File: src/rtl/pipe_ctrl_pkg.sv
// Shared definitions for the pipeline stall/flush sequencer.
package pipe_ctrl_pkg;

  localparam int unsigned DRAIN_CYCLES_DEF = 3;

  typedef enum logic [1:0] {
    RUN    = 2'b00,
    DRAIN  = 2'b01,
    HALTED = 2'b10
  } state_t;

  // Per-cycle control bundle driven to the PC and pipeline registers.
  typedef struct packed {
    logic pc_en;
    logic ifid_en;
    logic dx_en;
    logic xm_en;
    logic mw_en;
    logic ifid_flush;
    logic dx_flush;
    logic iabort;
  } ctrl_t;

  localparam ctrl_t CTRL_FLOW   = 8'b1111_1000;  // everything advances
  localparam ctrl_t CTRL_FREEZE = 8'b0000_0000;  // everything holds

endpackage

File: src/rtl/load_use_detect.sv
// Combinational load-use hazard compare of decode sources against the load in ID/EX.
module load_use_detect (
  input  logic [2:0] id_rs,
  input  logic       id_rs_valid,
  input  logic [2:0] id_rt,
  input  logic       id_rt_valid,
  input  logic       dx_mem_read,
  input  logic       dx_write_reg,
  input  logic [2:0] dx_rd,
  output logic       hazard_c
);

  assign hazard_c = dx_mem_read & dx_write_reg &
                    ((id_rs_valid & (id_rs == dx_rd)) |
                     (id_rt_valid & (id_rt == dx_rd)));

endmodule

File: src/rtl/pipeline_ctrl.sv
// Stall/flush sequencer for the five-stage pipeline.
// Optional perf counters are built when PIPE_CTRL_PERF_EN is defined.
module pipeline_ctrl
  import pipe_ctrl_pkg::*;
#(
  parameter int unsigned DRAIN_CYCLES = DRAIN_CYCLES_DEF
) (
  input  logic        clk,
  input  logic        rst,
  input  logic [2:0]  IDRs,
  input  logic        IDRsValid,
  input  logic [2:0]  IDRt,
  input  logic        IDRtValid,
  input  logic        IDHalt,
  input  logic        DXMemReadEn,
  input  logic        DXWriteToReg,
  input  logic [2:0]  DXRd,
  input  logic        XBranchTaken,
  input  logic        IMemStall,
  input  logic        DMemStall,
  output logic        PCEn,
  output logic        IFIDEn,
  output logic        DXEn,
  output logic        XMEn,
  output logic        MWEn,
  output logic        IFIDFlush,
  output logic        DXFlush,
  output logic        IAbort,
  output logic        Halted,
  output logic [15:0] StallCycles,
  output logic [15:0] FlushCount
);

  localparam int unsigned CNT_W = $clog2(DRAIN_CYCLES + 1);

  state_t           state, state_nxt;
  logic [CNT_W-1:0] cnt, cnt_nxt;
  ctrl_t            ctrl;
  logic             load_use;

  load_use_detect u_lu (
    .id_rs        (IDRs),
    .id_rs_valid  (IDRsValid),
    .id_rt        (IDRt),
    .id_rt_valid  (IDRtValid),
    .dx_mem_read  (DXMemReadEn),
    .dx_write_reg (DXWriteToReg),
    .dx_rd        (DXRd),
    .hazard_c     (load_use)
  );

  // State and drain counter registers.
  always_ff @(posedge clk or posedge rst) begin
    if (rst) begin
      state <= RUN;
      cnt   <= '0;
    end else begin
      state <= state_nxt;
      cnt   <= cnt_nxt;
    end
  end

  // Next state and combinational pipeline controls; reset forces free flow.
  always_comb begin
    ctrl      = CTRL_FLOW;
    state_nxt = state;
    cnt_nxt   = cnt;
    if (!rst) begin
      case (state)
        RUN: begin
          if (DMemStall) begin
            ctrl = CTRL_FREEZE;
          end else if (XBranchTaken) begin
            ctrl.ifid_flush = 1'b1;
            ctrl.dx_flush   = 1'b1;
            ctrl.iabort     = IMemStall;
          end else if (load_use) begin
            ctrl.pc_en    = 1'b0;
            ctrl.ifid_en  = 1'b0;
            ctrl.dx_flush = 1'b1;
          end else if (IMemStall) begin
            ctrl.pc_en      = 1'b0;
            ctrl.ifid_flush = 1'b1;
          end else if (IDHalt) begin
            ctrl.pc_en      = 1'b0;
            ctrl.ifid_flush = 1'b1;
            state_nxt       = DRAIN;
            cnt_nxt         = CNT_W'(DRAIN_CYCLES);
          end
        end
        DRAIN: begin
          if (DMemStall) begin
            ctrl = CTRL_FREEZE;
          end else begin
            ctrl.pc_en      = 1'b0;
            ctrl.ifid_flush = 1'b1;
            cnt_nxt         = cnt - CNT_W'(1);
            if (cnt == CNT_W'(1)) state_nxt = HALTED;
          end
        end
        HALTED: ctrl = CTRL_FREEZE;
        default: state_nxt = RUN;
      endcase
    end
  end

  assign PCEn      = ctrl.pc_en;
  assign IFIDEn    = ctrl.ifid_en;
  assign DXEn      = ctrl.dx_en;
  assign XMEn      = ctrl.xm_en;
  assign MWEn      = ctrl.mw_en;
  assign IFIDFlush = ctrl.ifid_flush;
  assign DXFlush   = ctrl.dx_flush;
  assign IAbort    = ctrl.iabort;
  assign Halted    = (state == HALTED);

`ifdef PIPE_CTRL_PERF_EN
  logic [15:0] stall_q, flush_q;
  logic        stall_inc, flush_inc;

  assign stall_inc = (state != HALTED) & ~ctrl.pc_en;
  assign flush_inc = (state == RUN) & ~DMemStall & XBranchTaken;

  // Saturating stall-cycle and accepted-redirect counters.
  always_ff @(posedge clk or posedge rst) begin
    if (rst) begin
      stall_q <= '0;
      flush_q <= '0;
    end else begin
      if (stall_inc && stall_q != 16'hFFFF) stall_q <= stall_q + 16'd1;
      if (flush_inc && flush_q != 16'hFFFF) flush_q <= flush_q + 16'd1;
    end
  end

  assign StallCycles = stall_q;
  assign FlushCount  = flush_q;
`else
  assign StallCycles = 16'h0000;
  assign FlushCount  = 16'h0000;
`endif

endmodule

File: config.mk
export PLATFORM = sky130hd
export DESIGN_NAME = pipeline_ctrl
export DESIGN_NICKNAME = d
export VERILOG_FILES = /design/src/rtl/pipe_ctrl_pkg.sv /design/src/rtl/load_use_detect.sv /design/src/rtl/pipeline_ctrl.sv
export SDC_FILE = /design/constraint.sdc
export NUM_CORES = 1
export LEC_CHECK = 0
export BUFFER_PORTS_ARGS = -buffer_cell sky130_fd_sc_hd__clkbuf_2
export CORE_UTILIZATION = 42
export DETAILED_ROUTE_END_ITERATION = 8
export HOLD_SLACK_MARGIN = 0.12
export PLACE_DENSITY = 0.85
export SYNTH_ARGS = -nofsm -noshare
export SYNTH_HDL_FRONTEND = slang
export SYNTH_HIERARCHICAL = 1
export SYNTH_SLANG_ARGS = --single-unit
File: constraint.sdc
create_clock -name clk -period 2.6 [get_ports clk]
set_input_delay 0 -clock clk [delete_from_list [all_inputs] [get_ports clk]]
set_output_delay 0 -clock clk [all_outputs]
set_load 0.01 [all_outputs]
# [Word-level counts from Yosys, hierarchy flattened]
# Cells that the tools add are included.
[word_totals] reg_bits=4 inputBits=19 elab_cells=59
[op_classes] add_sub_neg=1 n_eq_ne=12 mux=33 bitwise=7 n_reduce_logical=4
[op_table] operator="2-to-1 mux 2 bit" n=16
[op_table] operator="one-hot mux 8 bit (3 select lines)" n=1
[op_table] operator="inequality test 2 bit (second input constant)" n=7
[op_table] operator="2-to-1 mux 1 bit" n=10
[op_table] operator="AND reduction 9 bit" n=1
[op_table] operator="2-to-1 mux 8 bit" n=1
[op_table] operator="AND reduction 8 bit" n=1
[op_table] operator="== test 3 bit" n=2
[op_table] operator="2-to-1 mux 3 bit" n=2
[op_table] operator="one-hot mux 2 bit (3 select lines)" n=1
[op_table] operator="AND 1 bit" n=4
[op_table] operator="== test 2 x 1 -> 1 bit (second input constant)" n=2
[op_table] operator="2-to-1 mux 4 bit" n=1
[op_table] operator="one-hot mux 2 bit (2 select lines)" n=1
[op_table] operator="== test 2 bit (second input constant)" n=1
[op_table] operator="logical NOT 2 bit" n=1
[op_table] operator="inverter 1 bit" n=2
[op_table] operator="nonzero test 2 bit" n=1
[op_table] operator="subtractor 2 x 1 -> 2 bit (second input constant)" n=1
[op_table] operator="OR 1 bit" n=1

# [Longest topological paths before layout]
# Gate-level depths: netlist of run 1.
[logic_depth] depth_word=9 mapped_depth=6 mapped_depth_nobuf=6

# [Hierarchy]
# Netlist of run 1, hierarchy kept.
[modules_own_cells] module="pipeline_ctrl" n_inst=1 cells_each=80 area_per_inst_um2=680.7 seq_area_each_um2=100.1
[modules_own_cells] module="load_use_detect" n_inst=1 cells_each=10 area_per_inst_um2=73.8 seq_area_each_um2=0.0

# [Worst setup path before layout of run 1]
# Ideal clock, no wire load.
[synth_path] kind="flip-flop to flip-flop" start="reg state[0]" end="reg state[0]" arrival_time_ns=1.459 required_time_ns=2.481 path_slack_ns=1.022 stages_incl_launch_ff=6 n_path_buf=1 synth_period_minus_slack_ns=1.578 cell_sequence="dfrtp_1 inv_1 ha_1 buf_2 or4_1 o21a_1"
[synth_between] elab_chain_cells=3 elab_cells_between_ends=13
[synth_lines] element="from (decl)" line_no="pipeline_ctrl.sv:36" source="state_t state, state_nxt;"
[synth_lines] element="from (signal assigned)" line_no="pipeline_ctrl.sv:58" source="state <= state_nxt;"
[synth_lines] element="== test 2 x 1 -> 1 bit (tied with other cells)" line_no="pipeline_ctrl.sv:69" source="case (state)"
[synth_lines] element="inequality test 2 bit (no source line) or inverter 1 bit (tied branches)"
[synth_lines] element="AND reduction 9 bit (no source line)"
# Parallel ways exist; a longest one is shown, timed or not.
# A chain may end at the register's enable or synchronous reset.

# [Worst setup path after layout of run 1]
[layout_path] start="reg state[1]" end="out PCEn"
[layout_between] elab_chain_cells=3 elab_cells_between_ends=5
[layout_lines] element="== test 2 bit (tied with other cells)" line_no="pipeline_ctrl.sv:69"
[layout_lines] element="one-hot mux 8 bit (3 select lines) (*)" line_no="pipeline_ctrl.sv:69"
[layout_lines] element="2-to-1 mux 8 bit (*)" line_no="pipeline_ctrl.sv:68" source="if (!rst) begin"
[layout_lines] element="to (decl)" line_no="pipeline_ctrl.sv:21" source="output logic PCEn,"
# Every way passes the cells marked *; elsewhere a longest branch is shown, timed or not.

==> impl_metrics.sql, run 1 <==
INSERT INTO impl_metrics (metric_group, metric, value, unit) VALUES
('cts', 'tritoncts', 'done', ''),
('sta', 'post-route-worst-setup-slack', '898', 'ps'),
('sta', 'hold-worst-slack', '151', 'ps'),
('placed_design', 'gp_congestion', '0.778', ''),
('floorplan', 'row_count', '14', ''),
('worst_setup_path', 'critical_path.max_fanout', '11', ''),
('global_routing', 'globalRoute.totalOverflow', '0', ''),
('sta', 'layout_worst_path_cycle_share', '65.5', '%'),
('floorplan', 'start_util', '47.3', '%'),
('floorplan', 'fp.dieW', '44.4', 'um'),
('detailed_routing', 'routed-via-count', '604', ''),
('final_layout', 'layout.area.seq', '100', 'um^2'),
('detailed_routing', 'antenna_left', '0', ''),
('final_layout', 'insertedDiodeCount', '0', ''),
('pwr', 'static_leak', '0.000441', 'uW'),
('cts', 'latest_clock_arrival_within_the_worst_skew_pair', '240', 'ps'),
('worst_setup_path', 'worstSetupPathType', 'reg -> out', ''),
('cts', 'ctsResizeCount', '0', ''),
('global_routing', 'gr-usage-all-layers', '16.0', '%'),
('pwr', 'power_density', '704', 'mW/mm^2'),
('cts', 'clockRootBuffer', 'clkbuf_4', ''),
('final_layout', 'area_delta_synth_final', '7.13', '%'),
('detailed_routing', 'viasPerCell', '4.28', ''),
('synthesis', 'synth_top_cells_by_area', 'buf_4 34%, dfrtp_1 13%, ha_1 8.3%, xnor2_1 7.0%, a2111oi_4 3.6%', ''),
('worst_setup_path', 'worst_path_arrival_time', '1700', 'ps'),
('final_layout', 'filler_cell_count', '151', ''),
('synthesis', 'count_of_mapped_cells_out_of_synthesis', '90', ''),
('synthesis', 'ys.flop_type', 'dfrtp_1', ''),
('synthesis', 'synth.distinct_cells', '29', ''),
('sta', 'worst_clock_skew', '6.61', 'ps'),
('sta', 'final.min_clock_period', '1700', 'ps'),
('worst_setup_path', 'critPathLaunchType', 'flop', ''),
('placed_design', 'hpwlAfterDp', '1160', 'um'),
('detailed_routing', 'initialDrtViolationCount', '8', ''),
('floorplan', 'floorplan.die_area', '0.00197', 'mm^2'),
('synthesis', 'synth_async_sr_flop_share', '100', '%'),
('sta', 'grt_setup_unrepaired', 'false', ''),
('detailed_routing', 'first_pass_iters', '4', ''),
('cts', 'cts_max_path_buffers', '2', ''),
('cts', 'cts_setup_buffers', '0', ''),
('pwr', 'ir_worst_vdd', '0.000435', 'V'),
('sta', 'max_freq', '0.588', 'GHz'),
('cts', 'clock_h_tree_levels', '1', ''),
('sta', 'final-setup-viol-count', '0', ''),
('placed_design', 'io_buffer_count', '27', ''),
('synthesis', 'most_instantiated_library_cell_after_synthesis', 'buf_4', ''),
('synthesis', 'synth.yosys.seq_area_share', '13.3', '%'),
('final_layout', 'fin_nets', '143', ''),
('synthesis', 'post_synthesis_sequential_element_count', '4', ''),
('sta', 'final-max-slew-violation-count', '0', ''),
('synthesis', 'netlist.area_leader.share', '33.8', '%'),
('global_routing', 'global_route_wire_length_before_repair', '2290', 'um'),
('global_routing', 'grt_antenna_before_repair', '0', ''),
('synthesis', 'synth_top_area_cell', 'buf_4', ''),
('worst_setup_path', 'crit_required', '2600', 'ps'),
('outcome', 'status', 'complete, no violations', ''),
('cts', 'cts_made_buffers', '3', ''),
('detailed_routing', 'post_drt_wl_per_cell', '9.55', 'um'),
('min_path', 'hp-start', 'DMemStall', ''),
('sta', 'setup_tns', '0', 'ps'),
('final_layout', 'multiInputGateArea', '488', 'um^2'),
('cts', 'cts.reportedPaths.clkPinSlew', '40', 'ps'),
('worst_setup_path', 'worstSetupEndpointType', 'output pin', ''),
('global_routing', 'pin_count_of_the_biggest_net_entering_global_routing', '12', ''),
('cts', 'numClockSinks', '4', ''),
('floorplan', 'io_pins', '60', ''),
('floorplan', 'fp.coreArea', '0.00159', 'mm^2'),
('detailed_routing', 'detail_route.drc_violations', '0', ''),
('synthesis', 'synth.top_cells.by_count', '34 x buf_4, 6 x inv_1, 6 x xnor2_1', ''),
('global_routing', 'number_of_global_route_vias_before_repair', '568', ''),
('synthesis', 'postSynthAreaPerCell', '8.38', 'um^2');
-- registers in the layout, indices dropped and copies added (netlist names) --
name and cells:
cnt 2, state 2
-- cell usage in the layout, fill, tap and decap left out, types with 2 or more instances in the layout --
cell      instances
ha_1              5
nor2b_1           3
dfrtp_1           4
nor2_1            3
conb_1           32
nor3_1            2
a21oi_1           2
clkbuf_2         27
nand4_1           2
o21ai_1           4
clkbuf_4          3
mux2i_1           2
xnor2_1           6
inv_1             6
-- critical path, stage by stage, from the launching register on --
cell,delay [ps]
dfrtp_1,400
inv_1,130
ha_1,430
nor2b_1,180
o21ai_1,70
o211ai_1,90
clkbuf_2,160
-- area by class of cell --
class,instances,share of cell area (%)
multi-input cells,76,60.4
repair buffers,28,18.0
flip-flops and latches,4,12.4
well taps,24,3.72
clock buffers,3,2.79
inverters,6,2.79
-- cells by family after synthesis --
logic type	Yosys count	share of synthesized area, %
buffers and inverters	41	37.5
and+or+nand+nor	16	13.1
AOI/OAI and AO/OA	15	17.7
xor gates and xnor gates	6	6.97
adders and majority gates	5	8.29
DFF	4	13.3
muxes	2	2.65
other	1	0.497
-- path summary, 6_finish.rpt --
path / slack [ps] / cells after the start / end
min: 150 / 3 / cnt[1]$_DFFE_PP0P_
max in group asynchronous: 2140 / 3 / state[0]$_DFFE_PP0P_
min reg2reg: 500 / 1 / cnt[0]$_DFFE_PP0P_
max reg2reg: 920 / 5 / cnt[0]$_DFFE_PP0P_
min in group asynchronous: 280 / 3 / cnt[1]$_DFFE_PP0P_
max: 900 / 6 / PCEn
-- per-layer routing --
layer  vias to the layer above  part of all wire (%)  GRT usage, %
met1                       284                    38          16.0
li1                        294                     -             -
met2                        26                    58          29.7
met5                         -                     0             0
met3                         0                   3.6          4.08
met4                         0                     0          8.48
-- where the power goes --
part           internal (uW)  switching, uW  total [uW]
Clock                   51.6           25.4        77.1
Combinational            152            221         373
Sequential              93.4           25.8         119
Total                    297            272         569
-- timing repair --
action                                  CTS  global route
hold endpoints to repair                  4             0
hold buffers                              1             0
endpoints found under the setup margin    0             0
-- through the flow --
stage | instance area (um^2) | total power (uW) | cells
after floorplan | 871 | 437 | 121
after global placement | 776 | 474 | 137
final | 808 | 569 | 141
after CTS | 808 | 577 | 141
after global routing | 808 | 637 | 141
after detailed placement | 776 | 491 | 137
No activity file was read; power rests on OpenSTA's default activity.
==> run 2, diff against run 1 <==
--- a/config.mk
+++ b/config.mk
@@ -6,10 +6,10 @@
 export NUM_CORES = 1
 export LEC_CHECK = 0
 export BUFFER_PORTS_ARGS = -buffer_cell sky130_fd_sc_hd__clkbuf_2
-export CORE_UTILIZATION = 42
+export CORE_UTILIZATION = 35
 export DETAILED_ROUTE_END_ITERATION = 8
 export HOLD_SLACK_MARGIN = 0.12
-export PLACE_DENSITY = 0.85
+export PLACE_DENSITY = 0.76
 export SYNTH_ARGS = -nofsm -noshare
 export SYNTH_HDL_FRONTEND = slang
 export SYNTH_HIERARCHICAL = 1
==> constraint.sdc (replaced) <==
create_clock -name clk -period 1.43 [get_ports clk]
set_input_delay 0 -clock clk [delete_from_list [all_inputs] [get_ports clk]]
set_output_delay 0 -clock clk [all_outputs]
set_load 0.01 [all_outputs]
==> run 2 against run 1 <==
Effect of this change:
- the flow now finishes with violations (negative setup slack)
- global-route usage is 3.2 points lower
- non-clock buffer count rose by 14
- sequential share of layout area decreased by 2.5 points
- register-to-register slack lost 1100 ps
- final area is 25% higher
- routed wire length up 18%
- clock skew decreased by 5.8 ps
- critical path type is now reg -> reg
- largest power group unchanged
- highest routed layer is now met4
==> impl_metrics.sql, run 2 (synthesized netlist as in run 1, its figures left out) <==
INSERT INTO impl_metrics (metric_group, metric, value, unit) VALUES
('outcome', 'status', 'complete, but fails checks', ''),
('outcome', 'violations', 'negative setup slack', ''),
('worst_setup_path', 'crit_slowest_cell', 'dfrtp_1', ''),
('global_routing', 'globalRoute.totalOverflow', '0', ''),
('final_layout', 'insertedDiodeCount', '0', ''),
('placed_design', 'gp_congestion', '0.810', ''),
('job', 'drv.max_cap_violation_count', '0', ''),
('pwr', 'switching_power', '638', 'uW'),
('cts', 'clockRootBuffer', 'clkbuf_4', ''),
('final_layout', 'fin_nets', '157', ''),
('floorplan', 'floorplan.die_area', '0.00235', 'mm^2'),
('global_routing', 'global_route_wire_length_before_repair', '2320', 'um'),
('sta', 'final-hold-violation-count', '0', ''),
('placed_design', 'placed_area', '883', 'um^2'),
('worst_setup_path', 'critPathLaunchType', 'flop', ''),
('pwr', 'share_seq_of_total_power', '14.4', '%'),
('sta', 'final.min_clock_period', '1590', 'ps'),
('global_routing', 'gr-usage-all-layers', '12.8', '%'),
('cts', 'cts.reportedPaths.clkPinSlew', '30', 'ps'),
('sta', 'worst_clock_skew', '0.800', 'ps'),
('floorplan', 'fp.coreArea', '0.00200', 'mm^2'),
('sta', 'hold-worst-slack', '200', 'ps'),
('worst_setup_path', 'crit_path_cell_trace', 'inv_2 > ha_4 > or2_4 > buf_6 > a2111oi_4 > mux2i_1', ''),
('pwr', 'static_leak', '0.000520', 'uW'),
('final_layout', 'postLayoutCoreUtil', '50.4', '%'),
('final_layout', 'layout.cells.most_common_list', '32 x conb_1, 22 x clkbuf_2, 10 x buf_4', ''),
('global_routing', 'pin_count_of_the_biggest_net_entering_global_routing', '7', ''),
('floorplan', 'io_pins', '60', ''),
('sta', 'layout_worst_path_cycle_share', '111', '%'),
('cts', 'cts_max_path_buffers', '2', ''),
('worst_setup_path', 'worstSetupPathType', 'reg -> reg', ''),
('global_routing', 'number_of_global_route_vias_before_repair', '586', ''),
('placed_design', 'preCtsSetupSlack', '-265', 'ps'),
('floorplan', 'floorplan.die.height', '48.4', 'um'),
('min_path', 'kind_of_path_behind_the_tightest_hold_check', 'in -> reg', ''),
('pwr', 'ir_worst_vdd', '0.000686', 'V'),
('detailed_routing', 'initialDrtViolationCount', '2', ''),
('final_layout', 'layout.cell_area.non_filler', '0.00101', 'mm^2'),
('detailed_routing', 'routed-via-count', '658', ''),
('detailed_routing', 'antenna_left', '0', ''),
('worst_setup_path', 'cp_slowest_stage_delay', '380', 'ps'),
('pwr', 'power.combinational.fraction', '76.6', '%'),
('pwr', 'netSwitchingFraction', '42.9', '%'),
('floorplan', 'start_util', '37.7', '%'),
('pwr', 'clock_power_share', '9.0', '%'),
('cts', 'tritoncts', 'done', ''),
('detailed_routing', 'viasPerCell', '4.16', ''),
('final_layout', 'area_delta_synth_final', '33.8', '%'),
('worst_setup_path', 'crit_required', '1570', 'ps'),
('worst_setup_path', 'critical_path.max_fanout', '3', ''),
('placed_design', 'hpwlAfterDp', '1270', 'um'),
('placed_design', 'number_of_cells_in_the_design_after_placement', '151', ''),
('pwr', 'cellInternalPower', '849', 'uW'),
('sta', 'final-max-slew-violation-count', '0', ''),
('pwr', 'power_density', '1470', 'mW/mm^2'),
('worst_setup_path', 'worst_path_arrival_time', '1720', 'ps'),
('sta', 'grt_setup_unrepaired', 'true', ''),
('placed_design', 'io_buffer_count', '27', ''),
('floorplan', 'fp.dieW', '48.4', 'um'),
('detailed_routing', 'first_pass_iters', '4', ''),
('sta', 'post-route-worst-setup-slack', '-156', 'ps'),
('final_layout', 'top_regs', 'cnt: 2 flops, state: 2 flops', ''),
('worst_setup_path', 'worstSetupEndpointType', 'flop', ''),
('sta', 'max_freq', '0.630', 'GHz'),
('sta', 'final-setup-viol-count', '7', ''),
('global_routing', 'grt_antenna_before_repair', '0', ''),
('floorplan', 'row_count', '16', ''),
('final_layout', 'final_common_cell', 'conb_1', ''),
('final_layout', 'final_layout_size_suffix_gt1_share', '44.3', '%'),
('final_layout', 'fin_cells', '158', ''),
('detailed_routing', 'finalWirelength', '1600', 'um'),
('cts', 'clock_h_tree_levels', '1', ''),
('detailed_routing', 'post_drt_wl_per_cell', '10.1', 'um'),
('final_layout', 'filler_cell_count', '205', ''),
('detailed_routing', 'detail_route.drc_violations', '0', ''),
('cts', 'latest_clock_arrival_within_the_worst_skew_pair', '230', 'ps'),
('cts', 'numClockSinks', '4', ''),
('cts', 'cts_made_buffers', '3', '');
run 2: final timing paths:
check                                       end                 start  slack (ps)  cells after the start
setup / recovery           state[1]$_DFFE_PP0P_  state[0]$_DFFE_PP0P_        -160                      6
hold / removal               cnt[0]$_DFFE_PP0P_             DMemStall         200                      3
setup reg to reg           state[1]$_DFFE_PP0P_  state[0]$_DFFE_PP0P_        -160                      6
hold reg to reg              cnt[0]$_DFFE_PP0P_    cnt[0]$_DFFE_PP0P_         480                      1
max in group asynchronous    cnt[0]$_DFFE_PP0P_                   rst         880                      3
min in group asynchronous  state[1]$_DFFE_PP0P_                   rst         380                      3
run 2: metrics by stage:
stage / TNS, ps / power (uW)
after floorplan: -89.7 / 850
after global placement: -537 / 1080
after detailed placement: -732 / 1110
after CTS: -657 / 1340
after global routing: -1520 / 1610
final: -653 / 1490
run 2: routing by layer:
layer	global-route usage, %	wire, um	vias to the layer above
met3	0.943	70	4
met5	0	0	-
li1	-	-	327
met1	11.4	557	297
met4	7.35	30	0
met2	27.2	938	30
run 2: power by group through the flow:
stage	clock network, uW	registers (uW)	logic (uW)
floorplan	0	214	636
global placement	0	212	871
detailed placement	0	214	896
CTS	140	209	986
global route	156	223	1230
finish	134	215	1140
run 2: critical path: cells and delay by family, from the launching register on:
family	cells	cell delay [ps]
AO/OA/AOI/OAI	1	240
buffers and inverters	2	210
AND/OR/NAND/NOR	1	220
multiplexers	1	280
flip-flops	1	380
adder cells (fa/ha/maj)	1	160
run 2: area by class of cell:
cell class | count | area (um^2) | area share (%)
Inverter | 6 | 22.5 | 2.23
Clock buffer | 3 | 22.5 | 2.23
Timing Repair Buffer | 42 | 265 | 26.3
Multi-Input combinational cell | 76 | 566 | 56.0
Tap cell | 27 | 33.8 | 3.35
Sequential cell | 4 | 100 | 9.91
run 2: what timing repair did:
| item | CTS | global route |
|---|---|---|
| cloned | 0 | 0 |
| resized for setup | 5 | 14 |
| buffers inserted | 2 | 1 |
| endpoints found under the hold margin | 4 | 0 |
| endpoints found under the setup margin | 9 | 12 |
| hold buffers | 1 | 0 |
| pin swaps | 5 | 4 |
==> run 3, diff against run 2 <==
--- a/config.mk
+++ b/config.mk
@@ -6,10 +6,13 @@
 export NUM_CORES = 1
 export LEC_CHECK = 0
 export BUFFER_PORTS_ARGS = -buffer_cell sky130_fd_sc_hd__clkbuf_2
+export CORE_MARGIN = 3
 export CORE_UTILIZATION = 35
 export DETAILED_ROUTE_END_ITERATION = 8
+export GPL_TIMING_DRIVEN = 0
 export HOLD_SLACK_MARGIN = 0.12
 export PLACE_DENSITY = 0.76
+export SLEW_MARGIN = 20
 export SYNTH_ARGS = -nofsm -noshare
 export SYNTH_HDL_FRONTEND = slang
 export SYNTH_HIERARCHICAL = 1
==> run 3 against run 2 <==
Effect of this change:
- the flow still finishes with violations (negative setup slack)
- via count increased by 9.1%
- routed wire length increased by 4.5%
- register-to-register slack improved by 50 ps
- die area increased by 17%
- clock skew decreased by 0.50 ps
- critical path type unchanged
- largest cell class unchanged
==> impl_metrics.sql, run 3 (synthesized netlist as in run 1, its figures left out) <==
INSERT INTO impl_metrics (metric_group, metric, value, unit) VALUES
('outcome', 'status', 'complete, but fails checks', ''),
('outcome', 'violations', 'negative setup slack', ''),
('sta', 'grt_setup_unrepaired', 'true', ''),
('global_routing', 'number_of_global_route_vias_before_repair', '671', ''),
('global_routing', 'globalRoute.totalOverflow', '0', ''),
('detailed_routing', 'dr.max_layer_used', 'met3', ''),
('cts', 'cts.reportedPaths.clkPinSlew', '40', 'ps'),
('cts', 'clockRootBuffer', 'clkbuf_4', ''),
('final_layout', 'insertedDiodeCount', '0', ''),
('sta', 'layout_worst_path_cycle_share', '108', '%'),
('final_layout', 'area_delta_synth_final', '58.9', '%'),
('final_layout', 'postLayoutCoreUtil', '59.9', '%'),
('detailed_routing', 'initialDrtViolationCount', '2', ''),
('global_routing', 'global_route_wire_length_before_repair', '2540', 'um'),
('worst_setup_path', 'crit_required', '1540', 'ps'),
('sta', 'post-route-worst-setup-slack', '-108', 'ps'),
('detailed_routing', 'detailroute.wirelength.met3', '135', 'um'),
('floorplan', 'floorplan.die_area', '0.00275', 'mm^2'),
('worst_setup_path', 'worstSetupEndpointType', 'flop', ''),
('sta', 'final-hold-violation-count', '0', ''),
('floorplan', 'row_count', '16', ''),
('job', 'drv.max_cap_violation_count', '0', ''),
('floorplan', 'io_pins', '60', ''),
('detailed_routing', 'viasPerCell', '3.90', ''),
('final_layout', 'fin_nets', '183', ''),
('final_layout', 'top_regs', 'cnt: 2 flops, state: 2 flops', ''),
('floorplan', 'fp.coreArea', '0.00200', 'mm^2'),
('global_routing', 'gr-usage-all-layers', '12.1', '%'),
('global_routing', 'pin_count_of_the_biggest_net_entering_global_routing', '9', ''),
('min_path', 'kind_of_path_behind_the_tightest_hold_check', 'in -> reg', ''),
('worst_setup_path', 'critPathBufInv', '1', ''),
('cts', 'clock_h_tree_levels', '1', ''),
('final_layout', 'layout.cells.most_common_list', '37 x buf_4, 32 x conb_1, 23 x clkbuf_2', ''),
('cts', 'tritoncts', 'done', ''),
('worst_setup_path', 'critPathLaunchType', 'flop', ''),
('sta', 'max_freq', '0.650', 'GHz'),
('final_layout', 'fin_cells', '184', ''),
('sta', 'worst_clock_skew', '0.300', 'ps'),
('placed_design', 'number_of_cells_in_the_design_after_placement', '175', ''),
('sta', 'final-setup-viol-count', '8', ''),
('cts', 'numClockSinks', '4', ''),
('cts', 'cts_made_buffers', '3', ''),
('worst_setup_path', 'worst_path_dominant_cell_family', 'simple AND/OR/NAND/NOR gates', ''),
('detailed_routing', 'antenna_left', '0', ''),
('detailed_routing', 'first_pass_iters', '2', ''),
('worst_setup_path', 'crit_path_cell_trace', 'inv_2 > ha_2 > nor2b_2 > or4_4 > o21a_1', ''),
('final_layout', 'final_layout_size_suffix_gt1_share', '55.4', '%'),
('pwr', 'ir_worst_vdd', '0.000639', 'V'),
('sta', 'hold-worst-slack', '213', 'ps'),
('global_routing', 'grt_antenna_before_repair', '0', ''),
('detailed_routing', 'routed-via-count', '718', ''),
('placed_design', 'gp_congestion', '0.857', ''),
('pwr', 'report.power.total', '1420', 'uW'),
('cts', 'latest_clock_arrival_within_the_worst_skew_pair', '230', 'ps'),
('worst_setup_path', 'cp_slowest_stage_delay', '470', 'ps'),
('sta', 'final.min_clock_period', '1540', 'ps'),
('pwr', 'power_density', '1190', 'mW/mm^2'),
('detailed_routing', 'routed-wl-met2', '970', 'um'),
('pwr', 'static_leak', '0.000661', 'uW'),
('worst_setup_path', 'worstSetupPathType', 'reg -> reg', ''),
('floorplan', 'floorplan.die.height', '52.4', 'um'),
('sta', 'final-max-slew-violation-count', '0', ''),
('worst_setup_path', 'critical_path.max_fanout', '4', ''),
('floorplan', 'fp.dieW', '52.4', 'um'),
('detailed_routing', 'route.layer.met1.wl', '562', 'um'),
('floorplan', 'start_util', '37.7', '%'),
('detailed_routing', 'detail_route.drc_violations', '0', ''),
('detailed_routing', 'post_drt_wl_per_cell', '9.07', 'um'),
('detailed_routing', 'finalWirelength', '1670', 'um'),
('cts', 'cts_max_path_buffers', '2', ''),
('final_layout', 'final_common_cell', 'buf_4', ''),
('worst_setup_path', 'crit_slowest_cell', 'or4_4', ''),
('worst_setup_path', 'worst_path_arrival_time', '1650', 'ps'),
('placed_design', 'hpwlAfterDp', '1490', 'um'),
('placed_design', 'preCtsSetupSlack', '-313', 'ps'),
('placed_design', 'io_buffer_count', '27', '');
[run 3: layout make-up]
cell class,count,area [um^2]
tap,27,33.8
multi-input combinational,76,562
timing repair buffer,33,190
fill,190,803
buffer,35,267
inverter,6,22.5
sequential,4,101
clock buffer,3,22.5
[run 3: worst paths after layout]
check	depth (start not counted)	end	start	slack, ps
hold reg to reg	1	cnt[0]$_DFFE_PP0P_	cnt[0]$_DFFE_PP0P_	480
max in group asynchronous	3	state[0]$_DFFE_PP0P_	rst	890
hold / removal	3	cnt[0]$_DFFE_PP0P_	DMemStall	210
setup reg to reg	5	state[0]$_DFFE_PP0P_	state[1]$_DFFE_PP0P_	-110
setup / recovery	5	state[0]$_DFFE_PP0P_	state[1]$_DFFE_PP0P_	-110
min in group asynchronous	3	state[1]$_DFFE_PP0P_	rst	340
[run 3: power by group]
| group | switching (uW) | total [uW] | internal, uW | leakage [uW] |
|---|---|---|---|---|
| clock network | 40.0 | 134 | 93.5 | 0.0000138 |
| logic | 516 | 1070 | 553 | 0.000603 |
| registers | 49.6 | 222 | 173 | 0.0000445 |
| total | 605 | 1420 | 820 | 0.000661 |
[run 3: tightest hold or removal path, cell delays in order]
cell and delay [ps]:
clkbuf_2 190, a2111oi_4 60, mux2i_1 140
[run 3: metal layers]
layer	vias up	GRT usage [%]
met1	316	11.0
met5	-	0
met3	0	1.99
li1	376	-
met4	0	5.53
met2	26	25.2
[run 3: stage by stage]
step | instance area [um^2] | TNS [ps]
floorplan | 898 | -89.7
global placement | 1070 | -681
detailed placement | 1070 | -951
CTS | 1160 | -523
global route | 1200 | -1220
finish | 1200 | -427
[run 3: what timing repair did]
action / 4_1_cts / 5_1_grt
gates resized for setup: 5 / 13
pin swaps: 6 / 5
setup endpoints to repair: 9 / 11
hold endpoints to repair: 4 / 0
hold buffers: 1 / 0
buffers inserted: 5 / 0
